===== src/rtl/lighthouse_pkg.sv =====
// Shared definitions for the lighthouse transmit/receive chain: LFSR width,
// burst FSM encoding and the default BMC half-cell length.
package lighthouse_pkg;

    localparam int unsigned LFSR_W                  = 17;
    localparam int unsigned DEFAULT_HALF_BIT_CYCLES = 8;

    typedef enum logic [1:0] {
        IDLE,
        LEAD,
        SEND,
        TRAIL
    } lh_state_e;

endpackage


===== src/rtl/lfsr17_step.sv =====
// One step of the 17-bit Fibonacci LFSR: MSB is the bit currently on air,
// next state shifts left with the parity of the tapped bits as new LSB.
module lfsr17_step
    import lighthouse_pkg::*;
(
    input  logic [LFSR_W-1:0] state,
    input  logic [LFSR_W-1:0] polynomial,
    output logic [LFSR_W-1:0] next_state,
    output logic              out_bit
);

    always_comb begin
        out_bit    = state[LFSR_W-1];
        next_state = {state[LFSR_W-2:0], ^(state & polynomial)};
    end

endmodule


===== src/rtl/bmc_lighthouse_emitter.sv =====
// Biphase-mark-coded LFSR burst generator driving an envelop/data pair the
// way a TS4231 front end presents a base-station sweep to the receiver.
module bmc_lighthouse_emitter
    import lighthouse_pkg::*;
#(
    parameter int unsigned HALF_BIT_CYCLES = DEFAULT_HALF_BIT_CYCLES,
    parameter int unsigned LEAD_CYCLES     = 16,
    parameter int unsigned TRAIL_CYCLES    = 16,
    parameter logic        ENVELOP_ACTIVE  = 1'b0,
    parameter int unsigned COUNT_W         = 12
) (
    input  logic               clk_96MHz,
    input  logic               reset,
    input  logic               start,
    input  logic [LFSR_W-1:0]  polynomial,
    input  logic [LFSR_W-1:0]  seed,
    input  logic [COUNT_W-1:0] bit_count,
    output logic               envelop,
    output logic               data,
    output logic               busy,
    output logic               done,
    output logic [LFSR_W-1:0]  lfsr_state
);

    localparam int unsigned CELL_CYCLES = 2 * HALF_BIT_CYCLES;
    localparam int unsigned HC_W        = $clog2(CELL_CYCLES);
    localparam int unsigned PH_MAX      = (LEAD_CYCLES > TRAIL_CYCLES) ? LEAD_CYCLES : TRAIL_CYCLES;
    localparam int unsigned PH_W        = $clog2(PH_MAX + 1);

    lh_state_e          state;
    lh_state_e          state_nxt;
    logic [PH_W-1:0]    phase;
    logic [HC_W-1:0]    half_cnt;
    logic [COUNT_W-1:0] bits_left;
    logic [LFSR_W-1:0]  poly_q;
    logic [LFSR_W-1:0]  lfsr_next;
    logic               cur_bit;
    logic               data_q;
    logic               done_q;

    logic accept;
    logic lead_last;
    logic trail_last;
    logic mid_cell;
    logic cell_last;
    logic last_bit;

    assign accept     = start && (bit_count != '0);
    assign lead_last  = (phase == PH_W'(LEAD_CYCLES - 1));
    assign trail_last = (phase == PH_W'(TRAIL_CYCLES - 1));
    assign mid_cell   = (half_cnt == HC_W'(HALF_BIT_CYCLES - 1));
    assign cell_last  = (half_cnt == HC_W'(CELL_CYCLES - 1));
    assign last_bit   = (bits_left == COUNT_W'(1));

    lfsr17_step u_step (
        .state      (lfsr_state),
        .polynomial (poly_q),
        .next_state (lfsr_next),
        .out_bit    (cur_bit)
    );

    always_ff @(posedge clk_96MHz) begin
        if (reset) state <= IDLE;
        else       state <= state_nxt;
    end

    always_comb begin
        state_nxt = state;
        case (state)
            IDLE:    if (accept)                state_nxt = LEAD;
            LEAD:    if (lead_last)             state_nxt = SEND;
            SEND:    if (cell_last && last_bit) state_nxt = TRAIL;
            TRAIL:   if (trail_last)            state_nxt = IDLE;
            default:                            state_nxt = IDLE;
        endcase
    end

    // Data edges are registered on the edge that enters a cell (always) and
    // the edge that enters its second half (only for a 1 bit).
    always_ff @(posedge clk_96MHz) begin
        if (reset) begin
            phase      <= '0;
            half_cnt   <= '0;
            bits_left  <= '0;
            poly_q     <= '0;
            lfsr_state <= '0;
            data_q     <= 1'b0;
            done_q     <= 1'b0;
        end else begin
            done_q <= 1'b0;
            case (state)
                IDLE: begin
                    phase    <= '0;
                    half_cnt <= '0;
                    data_q   <= 1'b0;
                    if (accept) begin
                        poly_q     <= polynomial;
                        lfsr_state <= seed;
                        bits_left  <= bit_count;
                    end
                end
                LEAD: begin
                    if (lead_last) begin
                        phase    <= '0;
                        half_cnt <= '0;
                        data_q   <= ~data_q;
                    end else begin
                        phase <= phase + 1'b1;
                    end
                end
                SEND: begin
                    if (cell_last) begin
                        half_cnt   <= '0;
                        lfsr_state <= lfsr_next;
                        bits_left  <= bits_left - 1'b1;
                        if (!last_bit) data_q <= ~data_q;
                    end else begin
                        half_cnt <= half_cnt + 1'b1;
                        if (mid_cell && cur_bit) data_q <= ~data_q;
                    end
                end
                TRAIL: begin
                    if (trail_last) begin
                        phase  <= '0;
                        data_q <= 1'b0;
                        done_q <= 1'b1;
                    end else begin
                        phase <= phase + 1'b1;
                    end
                end
                default: begin
                    phase    <= '0;
                    half_cnt <= '0;
                end
            endcase
        end
    end

    always_comb begin
        envelop = (state == IDLE) ? ~ENVELOP_ACTIVE : ENVELOP_ACTIVE;
        busy    = (state != IDLE);
        data    = data_q;
        done    = done_q;
    end

endmodule


===== config.mk =====
export PLATFORM = sky130hd
export DESIGN_NAME = bmc_lighthouse_emitter
export DESIGN_NICKNAME = d
export VERILOG_FILES = /design/src/rtl/lighthouse_pkg.sv /design/src/rtl/lfsr17_step.sv /design/src/rtl/bmc_lighthouse_emitter.sv
export SDC_FILE = /design/constraint.sdc
export NUM_CORES = 1
export LEC_CHECK = 0
export ABC_AREA = 1
export BUFFER_PORTS_ARGS = -buffer_cell sky130_fd_sc_hd__buf_2
export CAP_MARGIN = 0
export CORE_ASPECT_RATIO = 0.5
export CORE_MARGIN = 10
export CORE_UTILIZATION = 55
export CTS_CLUSTER_DIAMETER = 80
export DETAILED_ROUTE_END_ITERATION = 6
export GPL_TIMING_DRIVEN = 0
export PLACE_DENSITY_LB_ADDON = 0.15
export SYNTH_ARGS = -nofsm -noshare
export SYNTH_HDL_FRONTEND = slang
export SYNTH_SLANG_ARGS = --single-unit

===== constraint.sdc =====
create_clock -name clk_96MHz -period 1.9 [get_ports clk_96MHz]
set_input_delay 0.19 -clock clk_96MHz [delete_from_list [all_inputs] [get_ports clk_96MHz]]
set_output_delay 0.19 -clock clk_96MHz [all_outputs]
set_load 0.01 [all_outputs]

; ---- Word-level counts from Yosys, hierarchy flattened
; Index checks and enable logic that the tools add are counted.
[word_totals]
reg_bits = 59
elab_cells = 69
output_inout_bits = 21
[classes]
muxes = 24
reduce_logical = 17
n_addsub = 3
bitwise_logic = 3
eq_ne = 14
[ops]
columns = op, n
row1 = two-way mux 17 bit, 2
row2 = one-hot mux 17 bit (2 select lines), 1
row3 = two-way mux 12 bit, 2
row4 = one-hot mux 12 bit (2 select lines), 1
row5 = AND 17 bit, 1
row6 = XOR reduction 17 bit, 1
row7 = "== test 12 x 1 -> 1 bit, second input constant", 1
row8 = one-hot mux 4 bit (3 select lines), 1
row9 = nonzero test 12 bit, 1
row10 = "subtractor 12 x 1 -> 12 bit, second input constant", 1
row11 = "!= test 2 bit, second input constant", 5
row12 = one-hot mux 5 bit (2 select lines), 1
row13 = two-way mux 2 bit, 4
row14 = two-way mux 4 bit, 2
row15 = one-hot mux 2 bit (4 select lines), 1
row16 = AND reduction 4 bit, 2
row17 = two-way mux 1 bit, 7
row18 = "!= test 3 bit, second input constant", 2
row19 = nonzero test 2 bit, 3
row20 = "adder 5 x 1 -> 5 bit, second input constant", 1
row21 = "== test 5 x 4 -> 1 bit, second input constant", 1
row22 = two-way mux 5 bit, 1
row23 = "adder 4 x 1 -> 4 bit, second input constant", 1
row24 = "== test 2 bit, second input constant", 2
row25 = other kinds (11), 16

; ---- Logic depth before layout (Yosys ltp)
; Gate-level depths: netlist of run 1.
[logic_depth]
depth_word = 5
depth_mapped = 15
depth_no_buf = 15

; ---- By module
; Synthesis of run 1 repeated with hierarchy kept, for this count alone.
[hier_totals]
cells_unflattened = 562
area_unflattened_um2 = 3726.1
[by_module_without_submodules]
columns = module, seq_area_each_um2, instances, area_per_inst_um2, cells_per_inst
row1 = bmc_lighthouse_emitter, 1181.1, 1, 3205.6, 465
row2 = lfsr17_step, 0.0, 1, 520.5, 97

; ---- Least setup slack after synthesis of run 1
; OpenSTA, ideal clock, no wires.
[synth_path]
path_kind = register -> register
startpoint = register state[0]
endpoint = register lfsr_state[6]
n_path_buf = 2
period_less_slack_ps = 1537
t_arrival_ps = 1421
required_time_ps = 1784
slack_ps = 363
setup_ps = 116
stages_incl_launch_ff = 11
path_cell_list = dfxtp_1 inv_1 ha_1 nor2_1 inv_1 nand3_2 inv_2 buf_6 buf_6 nor2_1 nor2_1
[synth_between]
elab_chain_len = 3
[synth_lines]
columns = item, line
row1 = start: declaration, bmc_lighthouse_emitter.sv:30  ; lh_state_e state;
row2 = start signal: assignment, bmc_lighthouse_emitter.sv:64  ; else state <= state_nxt;
row3 = == test 2 bit / logical NOT 2 bit (equally long branches), bmc_lighthouse_emitter.sv:91  ; case (state)
row4 = != test 2 bit (no line) / nonzero test 2 bit (equally long branches), --
row5 = AND reduction 3 bit (no line), --
row6 = end signal: assignment, bmc_lighthouse_emitter.sv:114  ; lfsr_state <= lfsr_next;
row7 = end: declaration, bmc_lighthouse_emitter.sv:22  ; output logic [LFSR_W-1:0] lfsr_state
; Several ways; a longest one is shown, not always the timed one.
; A chain may end at the register's enable or synchronous reset.

; ---- Final worst setup path of run 1
[layout_path]
startpoint = register bits_left[0]
endpoint = register bits_left[10]
[layout_between]
elab_chain_len = 3
[layout_lines]
columns = item, line
row1 = start: declaration, bmc_lighthouse_emitter.sv:34  ; logic [COUNT_W-1:0] bits_left;
row2 = start signal: assignment, bmc_lighthouse_emitter.sv:99  ; bits_left <= bit_count;
row3 = start signal: assignment, bmc_lighthouse_emitter.sv:115  ; bits_left <= bits_left - 1'b1;
row4 = subtractor 12 x 1 -> 12 bit, bmc_lighthouse_emitter.sv:115
row5 = two-way mux 12 bit, bmc_lighthouse_emitter.sv:112  ; if (cell_last) begin
row6 = one-hot mux 12 bit (2 select lines), bmc_lighthouse_emitter.sv:91
; Every way passes these cells. The select of a mux whose other input is x is not followed.

==> run metrics, run 1 <==
YS warnings=0; maxcap violations=0; Clock Latency Late Sink=0.34 ns; largest net degree at the start of global routing=12; initial antenna violation count=0; fin. max-slew vios=0; pwr dens=1670 nW/µm²; Buf/Inv on CP=1; Design Area, Final=4120 µm²; Largest delay share family, worst path=simple AND/OR/NAND/NOR gates; register area=1180 µm²; sum of negative setup slack=0 ns; flops & latches, synth=59; Fillers=482; Post-Syn Area=3300 µm²; row cnt=19; CTS Sinks=59; Vias/cell=5.24; Multi-input gate area=1800 µm²; gr usage total=20.2%; Critical Path RT=2.13 ns; Post-synth EDFFs=0; worst path cell trace=inv_1 -> ha_1 -> nand2_1 -> nor2_1 -> nand2_1 -> xor2_1 -> nor2_1 -> a211oi_1 -> nor2_1; most frequent cells in the layout=nand2_1, buf_2, nor2_1; Placed Cells=671; Largest stage delay, worst path=0.32 ns; Netlist cell types=34; total wire length=9730 µm; Iter 0 DRT Violations=346; Area contributors post-synth=dfxtp_1, nand2_1, o21ai_0; CTS tree=done; vias in the first global route=3322; Hold Crit Class=in2reg; hpwl dp=7030 µm; CTS HTree Levels=3; final setup margin=0.143 ns; peak supply drop=0.000908 V; area grow syn2layout=24.8%; Net Count, Synth=588; Clock Skew=0.00501 ns; Cells after Synth=530; Clock Tree Root=clkbuf_16; CTS max path bufs=2; Setup WS pre-CTS=0.0342 ns; Initial Utilization=58.4%; WP data arrival=1.98 ns; die height=74.8 µm; placed inst area=3740 µm²; Most used DFF post-synth=dfxtp_1; critical path class=reg2reg; post-route minimum period=1.76 ns; I/O pins=70; Rel. slew slack=58.5%; CP endpoint kind=flip-flop; TritonRoute pass-1 iters=5; final setup vio count=0; fin cells=687; Mean Syn Cell Area=6.23 µm²; first-pass GRT wire length=15400 µm; Tcrit/Tclk final=92.5%; asr flop ratio synth=0%; Tot Pwr=6.88 mW; most frequent CP cell=nor2_1; CTS Hold Bufs=0; Pleak=2.14 nW; Placer Congestion=0.911; Min Hold Slack=0.137 ns; global route overflow=0; Final Hold Viols=0; die area=9700 µm²; DRT antenna net count=0; RSZ-0062 raised after global routing=false; Yosys top cell by area=dfxtp_1; Die W=130 µm; Worst-Margin Slew=0.622 ns; IO buf count=68; run status=completed; CP max FO=4; share of the synthesized area in the top cell type=35.7%; ratio of cells with drive above 1 in the final layout=17.6%; vias=3597; Achievable Freq=569 MHz; Seq/Total Area, Yosys=35.7%; ANT cells=0; Util after Layout=72.9%; slowest stage cell, crit path=dfxtp_1; drt wl/cell=14.2 µm; crit start category=flip-flop; Post-route DRC=0; TritonCTS buffer count=9; Final #Nets=667; CTS clock-pin slew for the worst setup and hold paths=0.05 ns; core area=5660 µm²; most common library cell in the layout ignoring fill and taps=nand2_1
[sequential cells by signal, summed over array words and instances, names as in the netlist]
| signal | flops |
|---|---|
| state | 2 |
| bits_left | 12 |
| poly_q | 17 |
| phase | 5 |
| lfsr_state | 17 |
| done | 1 |
| half_cnt | 4 |
| data | 1 |
[worst min-delay path, delay by kind of cell]
kind,cells,cell delay [ns]
buf+inv,1,0.07
compound gates,2,0.18
[power breakdown]
group	internal, mW	switching [mW]	leakage (nW)	total (mW)
combinational	1.05	1.81	1.48	2.86
clock	1.41	0.604	0.172	2.01
sequential	1.63	0.373	0.487	2.00
total	4.09	2.79	2.14	6.88
[cell usage after synthesis, types with 2 or more instances]
cell type and count:
a211oi_1 2, a21oi_1 41, buf_1 3, buf_2 5, buf_6 4, clkbuf_1 9, dfxtp_1 59, ha_1 9
inv_1 54, nand2_1 188, nand3_1 11, nand4_1 2, nor2_1 61, nor3_1 3, nor4_1 3, o211ai_1 2
o21ai_0 46, o21ai_1 8, xnor2_1 2, xor2_1 4
[metal layers]
metal	track usage, %	vias to the layer above	part of all wire [%]
met1	23.8	1610	45
met2	34.9	137	47
met5	0	-	0
met4	7.05	0	1.1
li1	-	1835	-
met3	6.24	15	7.7
[logic make-up (layout without fill, tap and decap cells)]
logic type                 after synthesis  count (layout)  share of synthesized area (%)
DFF                                     59              59                           35.7
muxes                                    1               1                          0.303
AOI/OAI and AO/OA                      104             104                           16.4
and+or+nand+nor                        273             273                           32.5
adders and majority gates                9               9                           3.41
xor gates and xnor gates                 6               6                           1.59
buffers and inverters                   78             162                           10.1
[what timing repair did]
| action | CTS | global route |
|---|---|---|
| gates resized for setup | 1 | 11 |
| endpoints found under the setup margin | 1 | 31 |
| setup buffers | 0 | 0 |
[cell type report]
type,instances,share of cell area (%)
Clock buffer,9,5.46
Timing Repair Buffer,68,8.25
Buffer,22,3.10
Inverter,56,5.19
Sequential cell,59,28.6
Multi-Input combinational cell,393,43.7
Clock inverter,7,3.40
Tap cell,73,2.22
[final timing paths]
check,from,to,slack (ns),cells past startpoint
max reg2reg,bits_left[0]$_SDFFE_PP0P_,bits_left[10]$_SDFFE_PP0P_,0.14,9
min,polynomial[3],poly_q[3]$_SDFFE_PP0P_,0.14,3
min reg2reg,poly_q[0]$_SDFFE_PP0P_,poly_q[0]$_SDFFE_PP0P_,0.44,2
max,bits_left[0]$_SDFFE_PP0P_,bits_left[10]$_SDFFE_PP0P_,0.14,9
(Power assumes the default switching activity.)
==> run 2: changes to the inputs <==
--- a/config.mk
+++ b/config.mk
@@ -9,7 +9,7 @@
 export BUFFER_PORTS_ARGS = -buffer_cell sky130_fd_sc_hd__buf_2
 export CAP_MARGIN = 0
 export CORE_ASPECT_RATIO = 0.5
-export CORE_MARGIN = 10
+export CORE_MARGIN = 2
 export CORE_UTILIZATION = 55
 export CTS_CLUSTER_DIAMETER = 80
 export DETAILED_ROUTE_END_ITERATION = 6
==> run 2 against run 1 <==
Against the previous run: power down 6.8%; global-route usage increased by 7.6 points; sequential power about the same; worst setup slack improved by 0.018 ns; critical path type unchanged; fmax up 1.0%; wire length shrank 9.0%; die area down 31%; flip-flop and latch count is the same; largest cell class unchanged; sequential share of layout area rose by 0.60 points; critical path depth rose by 1; count of clock-buffer cells in the layout grew 2; via count decreased by 2.2%.
==> run metrics, run 2 (synthesis gave the netlist of run 1 again) <==
core area=5630 µm² (-0.42%); drt wl/cell=12.9 µm (-8.8%); Clock Latency Late Sink=0.33 ns (about the same); Clock Skew=0.00304 ns (-0.00197 ns); area grow syn2layout=22.2%; vias in the first global route=3180 (-4.3%); CTS Hold Bufs=0 (unchanged); pwr dens=1590 nW/µm² (-4.8%); Setup WS pre-CTS=-0.00421 ns (-0.0384 ns); fin. max-slew vios=0 (unchanged); Pleak=2.11 nW (-1.5%); final setup margin=0.161 ns (+0.0181 ns); Hold Crit Class=in2reg; run status=completed; die area=6680 µm² (-31%); Multi-input gate area=1790 µm² (-0.56%); peak supply drop=0.000977 V (+7.6%); critical path class=reg2reg; # Post-CTS Setup Buffers=0 (unchanged); Fillers=497 (+3.1%); Worst Hold Endpoint=poly_q[10]$_SDFFE_PP0P_; Final #Nets=666 (-0.15%); most common library cell in the layout ignoring fill and taps=nand2_1; WP data arrival=1.97 ns (about the same); hpwl dp=6340 µm (-9.8%); Placer Congestion=0.890 (-2.3%); CTS Sinks=59 (unchanged); Initial Utilization=58.6% (+0.25 points); Achievable Freq=575 MHz (+1.0%); most frequent cells in the layout=nand2_1, buf_2, nor2_1; Hold Path Depth=3 (unchanged); Util after Layout=71.7% (-1.2 points); CP max FO=10 (+6); ANT cells=0 (unchanged); DRT antenna net count=0 (unchanged); row cnt=19 (unchanged); reg2reg start=state[0]$_SDFFE_PP0P_; vias=3518 (-2.2%); crit start category=flip-flop; reg2reg path depth=10 (+1); CTS clock-pin slew for the worst setup and hold paths=0.05 ns (about the same); die height=58.8 µm (-21%); largest net degree at the start of global routing=20 (+8); CTS tree=done; IO buf count=68 (unchanged); Vias/cell=5.13 (-2.1%); final setup vio count=0 (unchanged); TritonRoute pass-1 iters=5 (unchanged); first-pass GRT wire length=14300 µm (-7.2%); global route overflow=0 (unchanged); CP endpoint kind=flip-flop; ratio of cells with drive above 1 in the final layout=16.8% (-0.79 points); register area=1180 µm² (unchanged); Final Hold Viols=0 (unchanged); Iter 0 DRT Violations=273 (-21%); CTS max path bufs=2 (unchanged); min-delay src=polynomial[10]; maxcap violations=0 (unchanged); Post-route DRC=0 (unchanged); TritonCTS buffer count=9 (unchanged); initial antenna violation count=0 (unchanged); gr usage total=27.8% (+7.6 points); reg-to-reg endpoint=lfsr_state[7]$_SDFFE_PP0P_; CTS HTree Levels=3 (unchanged); Tcrit/Tclk final=91.5% (-0.95 points); post-route minimum period=1.74 ns (-0.0181 ns); R2R setup slack=0.16 ns (+0.02 ns); Largest regs=lfsr_state x17, poly_q x17, bits_left x12; Rel. slew slack=62.4% (+3.8 points); I/O pins=70 (unchanged); Die W=114 µm (-12%); total wire length=8860 µm (-9.0%); Critical Path RT=2.13 ns (about the same); Worst-Margin Slew=0.564 ns (-0.0576 ns); Clock Tree Root=clkbuf_16; sum of negative setup slack=0 ns (unchanged)
[run 2: final cells by class]
type | instances | area share [%]
multi-input cells | 393 | 44.4
flip-flops and latches | 59 | 29.3
repair buffers | 68 | 8.43
clock buffers | 11 | 6.01
inverters | 56 | 5.30
plain buffers | 21 | 3.04
well taps | 73 | 2.26
clock inverters | 5 | 1.30
[run 2: metal layers]
metal / track usage, % / part of all wire, % / routed length, µm
met5: 0 / 0 / 0
met4: 8.01 / 0.97 / 86
met3: 8.55 / 6.6 / 586
met2: 46.8 / 45 / 4010
met1: 35.3 / 47 / 4170
[run 2: worst max-delay path, stage by stage, from the launching register on]
cell	delay [ns]
dfxtp_1	0.36
inv_1	0.11
ha_1	0.28
nor2_1	0.19
inv_1	0.09
nand3_2	0.11
inv_2	0.05
buf_6	0.13
buf_6	0.14
nor2_1	0.12
nor2_1	0.06
[run 2: report_power, final]
part	leakage, nW	internal [mW]	switching [mW]
combinational	1.47	1.04	1.76
sequential	0.487	1.63	0.371
clock	0.145	1.04	0.576
total	2.11	3.71	2.71
[run 2: worst max-delay path by stage]
stage                                startpoint                         end  cells after the start
after global routing      state[0]$_SDFFE_PP0P_   bits_left[1]$_SDFFE_PP0P_                      7
after detailed placement  state[0]$_SDFFE_PP0P_   bits_left[9]$_SDFFE_PP0P_                      8
after floorplan           state[0]$_SDFFE_PP0P_  lfsr_state[6]$_SDFFE_PP0P_                     10
final                     state[0]$_SDFFE_PP0P_  lfsr_state[7]$_SDFFE_PP0P_                     10
after CTS                 state[0]$_SDFFE_PP0P_  bits_left[10]$_SDFFE_PP0P_                      7
after global placement    state[0]$_SDFFE_PP0P_   bits_left[9]$_SDFFE_PP0P_                      8
[run 2: through the flow]
step / hold WS, ns / area, µm² / total power [mW] / std cells
2_1_floorplan: 0.336 / 3300 / 3.95 / 530
5_1_grt: 0.148 / 4040 / 6.90 / 686
6_report: 0.132 / 4040 / 6.42 / 686
3_3_place_gp: 0.433 / 3740 / 4.65 / 671
4_1_cts: 0.131 / 4030 / 6.37 / 686
3_5_place_dp: 0.437 / 3740 / 4.73 / 671
[run 2: timing repair]
item	in CTS	in global routing
setup endpoints to repair	1	27
endpoints found under the hold margin	0	0
cloned	0	0
pin swaps	0	0
resized for setup	0	8
==> run 3: changes to the inputs <==
--- a/config.mk
+++ b/config.mk
@@ -17,4 +17,5 @@
 export PLACE_DENSITY_LB_ADDON = 0.15
 export SYNTH_ARGS = -nofsm -noshare
 export SYNTH_HDL_FRONTEND = slang
+export SYNTH_HIERARCHICAL = 1
 export SYNTH_SLANG_ARGS = --single-unit
==> run 3 against run 2 <==
Against the previous run: fmax shrank 2.8%; hold slack worse by 0.073 ns; area after synthesis rose by 13%; die area grew 12%; via count up 5.3%; critical endpoint is now lfsr_state[10]$_SDFFE_PP0P_; highest routed layer unchanged.
==> run metrics, run 3 <==
Largest stage delay, worst path=0.35 ns (about the same); Seq/Total Area, Yosys=31.7% (-4.0 points); total wire length=8880 µm (+0.29%); reg2reg start=state[0]$_SDFFE_PP0P_; Tcrit/Tclk final=94.2% (+2.6 points); vias in the first global route=3236 (+1.8%); initial antenna violation count=0 (unchanged); flops & latches, synth=59 (unchanged); RSZ-0062 raised after global routing=false; Clock Skew=0.00454 ns (+0.00149 ns); post-route minimum period=1.79 ns (+0.0502 ns); CP max FO=10 (unchanged); CTS HTree Levels=3 (unchanged); DRT antenna net count=0 (unchanged); sum of negative setup slack=0 ns (unchanged); Worst Hold Endpoint=phase[4]$_SDFFE_PP0P_; Hold Crit Class=in2reg; WP data arrival=2.01 ns (+0.04 ns); TritonCTS buffer count=9 (unchanged); Clock Tree Root=clkbuf_16; crit start category=flip-flop; M2 GR Usage=39.2% (-7.6 points); die area=7490 µm² (+12%); asr flop ratio synth=0% (unchanged); final setup vio count=0 (unchanged); Mean Syn Cell Area=6.63 µm² (+6.3%); Most used DFF post-synth=dfxtp_1; vias=3704 (+5.3%); min-delay src=reset; Area contributors post-synth=dfxtp_1, nand2_1, nor2_1; area grow syn2layout=20.9%; drt wl/cell=12.0 µm (-6.9%); Min Hold Slack=0.0595 ns (-0.0729 ns); hpwl dp=6560 µm (+3.5%); CTS clock-pin slew for the worst setup and hold paths=0.05 ns (about the same); share of the synthesized area in the top cell type=31.7% (-4.0 points); CTS tree=done; peak supply drop=0.000775 V (-21%); most common library cell in the layout ignoring fill and taps=nand2_1; most frequent cells in the layout=nand2_1, buf_2, nor2_1; reg2reg path depth=10 (unchanged); most frequent cell after synthesis=nand2_1; Vias/cell=5.01 (-2.3%); run status=completed; Largest regs=lfsr_state x17, poly_q x17, bits_left x12; largest net degree at the start of global routing=11 (-45%); global route overflow=0 (unchanged); worst path cell trace=inv_1 -> ha_1 -> buf_2 -> nand2_1 -> inv_2 -> nor2_4 -> buf_2 -> nand3_1 -> nand2_1 -> nor2_1; ANT cells=0 (unchanged); Post-route DRC=0 (unchanged); CTS max path bufs=2 (unchanged); Yosys top cell by area=dfxtp_1; Post-Syn Area=3730 µm² (+13%); Cells after Synth=562 (+6.0%); TritonRoute pass-1 iters=5 (unchanged); fin cells=739 (+7.7%); Worst-Margin Slew=0.544 ns (-0.0203 ns); reg-to-reg endpoint=lfsr_state[10]$_SDFFE_PP0P_; critical path class=reg2reg; Post-synth EDFFs=0 (unchanged); M1 GR Usage=33.5% (-1.8 points); core area=6620 µm² (+18%); CTS Sinks=59 (unchanged); YS warnings=6 (+6); Achievable Freq=559 MHz (-2.8%); I/O pins=70 (unchanged); Hold Path Depth=2 (-1); Iter 0 DRT Violations=240 (-12%); R2R setup slack=0.11 ns (-0.05 ns); CP endpoint kind=flip-flop; Die W=120 µm (+6.0%); Net Count, Synth=620 (+5.4%); ratio of cells with drive above 1 in the final layout=23.5% (+6.7 points); Critical Path RT=2.12 ns (about the same); first-pass GRT wire length=14800 µm (+3.5%); Final Hold Viols=0 (unchanged); Rel. slew slack=63.7% (+1.4 points); Pleak=2.23 nW (+6.0%); GRT Max-Usage Layer=met2; fin. max-slew vios=0 (unchanged); maxcap violations=0 (unchanged); Clock Latency Late Sink=0.33 ns (about the same); IO buf count=69 (+1.5%); met3 Usage GRT=5.88% (-2.7 points); gr usage total=25.0% (-2.9 points); CTS Hold Bufs=0 (unchanged); synth cell count leaders=nand2_1, nor2_1, dfxtp_1; slowest stage cell, crit path=dfxtp_2; die height=62.2 µm (+5.8%); pwr dens=1560 nW/µm² (-2.1%); Initial Utilization=56.3% (-2.4 points); row cnt=21 (+2); Final #Nets=701 (+5.3%); Placed Cells=723 (+7.7%); Netlist cell types=31 (-8.8%); Placer Congestion=0.857 (-3.6%)
-- run 3: cell count changes in the layout (fill, tap and decap cells not counted), moves of 9 or more --
cell / change
nand2_2: +9
mux2i_1: +16
nor2_1: +15
o21ai_0: -26
nand3_2: +12
buf_4: +20
nand3_1: +18
a21oi_1: +9
nand2_1: -41
-- run 3: layer usage --
metal	share of wire, %	wire length [µm]	vias up
li1	-	-	1926
met1	49	4340	1663
met2	44	3900	102
met3	5.9	520	13
met4	1.4	122	0
met5	0	0	-
-- run 3: report_power, final --
group	leakage, nW	internal, mW	switching (mW)
registers	0.488	1.62	0.356
logic	1.60	1.41	2.01
clock network	0.146	1.08	0.545
-- run 3: cell type report --
cell class | instances | area [µm²]
fillers | 621 | 2120
multi-input cells | 409 | 2090
flip-flops and latches | 59 | 1180
repair buffers | 71 | 360
plain buffers | 39 | 262
clock buffers | 13 | 260
inverters | 54 | 203
well taps | 92 | 115
clock inverters | 2 | 35.0
-- run 3: worst max path at each step --
stage | from | endpoint | depth (start not counted)
after floorplan | state[0]$_SDFFE_PP0P_ | bits_left[0]$_SDFFE_PP0P_ | 9
after global placement | state[0]$_SDFFE_PP0P_ | bits_left[1]$_SDFFE_PP0P_ | 9
after detailed placement | state[0]$_SDFFE_PP0P_ | bits_left[0]$_SDFFE_PP0P_ | 9
after CTS | state[0]$_SDFFE_PP0P_ | bits_left[0]$_SDFFE_PP0P_ | 9
after global routing | state[0]$_SDFFE_PP0P_ | lfsr_state[6]$_SDFFE_PP0P_ | 10
final | state[0]$_SDFFE_PP0P_ | lfsr_state[10]$_SDFFE_PP0P_ | 10
-- run 3: kinds of logic (layout without fill, tap and decap cells) --
logic type / Yosys count / after routing / synth area share (%)
mux: 17 / 17 / 4.57
buf+inv: 94 / 179 / 12.6
simple gates: 290 / 290 / 34.2
compound gates: 79 / 79 / 10.7
flops: 59 / 59 / 31.7
fa+ha+maj: 9 / 9 / 3.02
xor+xnor: 14 / 14 / 3.29
-- run 3: worst max-delay path, delay by kind of cell (launching register included) --
family / cells / cell delay, ns
buf+inv: 4 / 0.60
fa+ha+maj: 1 / 0.20
flops: 1 / 0.35
simple gates: 5 / 0.55
-- run 3: through the flow --
step                      area, µm²  utilization (%)  total power, mW  setup WS [ns]
after detailed placement       4190             63.2             5.31         0.0847
after global routing           4500             68.0             7.62        0.00818
after CTS                      4480             67.7             6.95         0.0726
after global placement         4190             63.2             5.23          0.128
after floorplan                3730                -             4.52          0.367
final                          4500             68.0             7.01          0.111
-- run 3: timing repair --
item	4_1_cts	5_1_grt
setup buffers	0	2
endpoints found under the setup margin	0	16
resized for setup	0	3
hold endpoints to repair	0	0
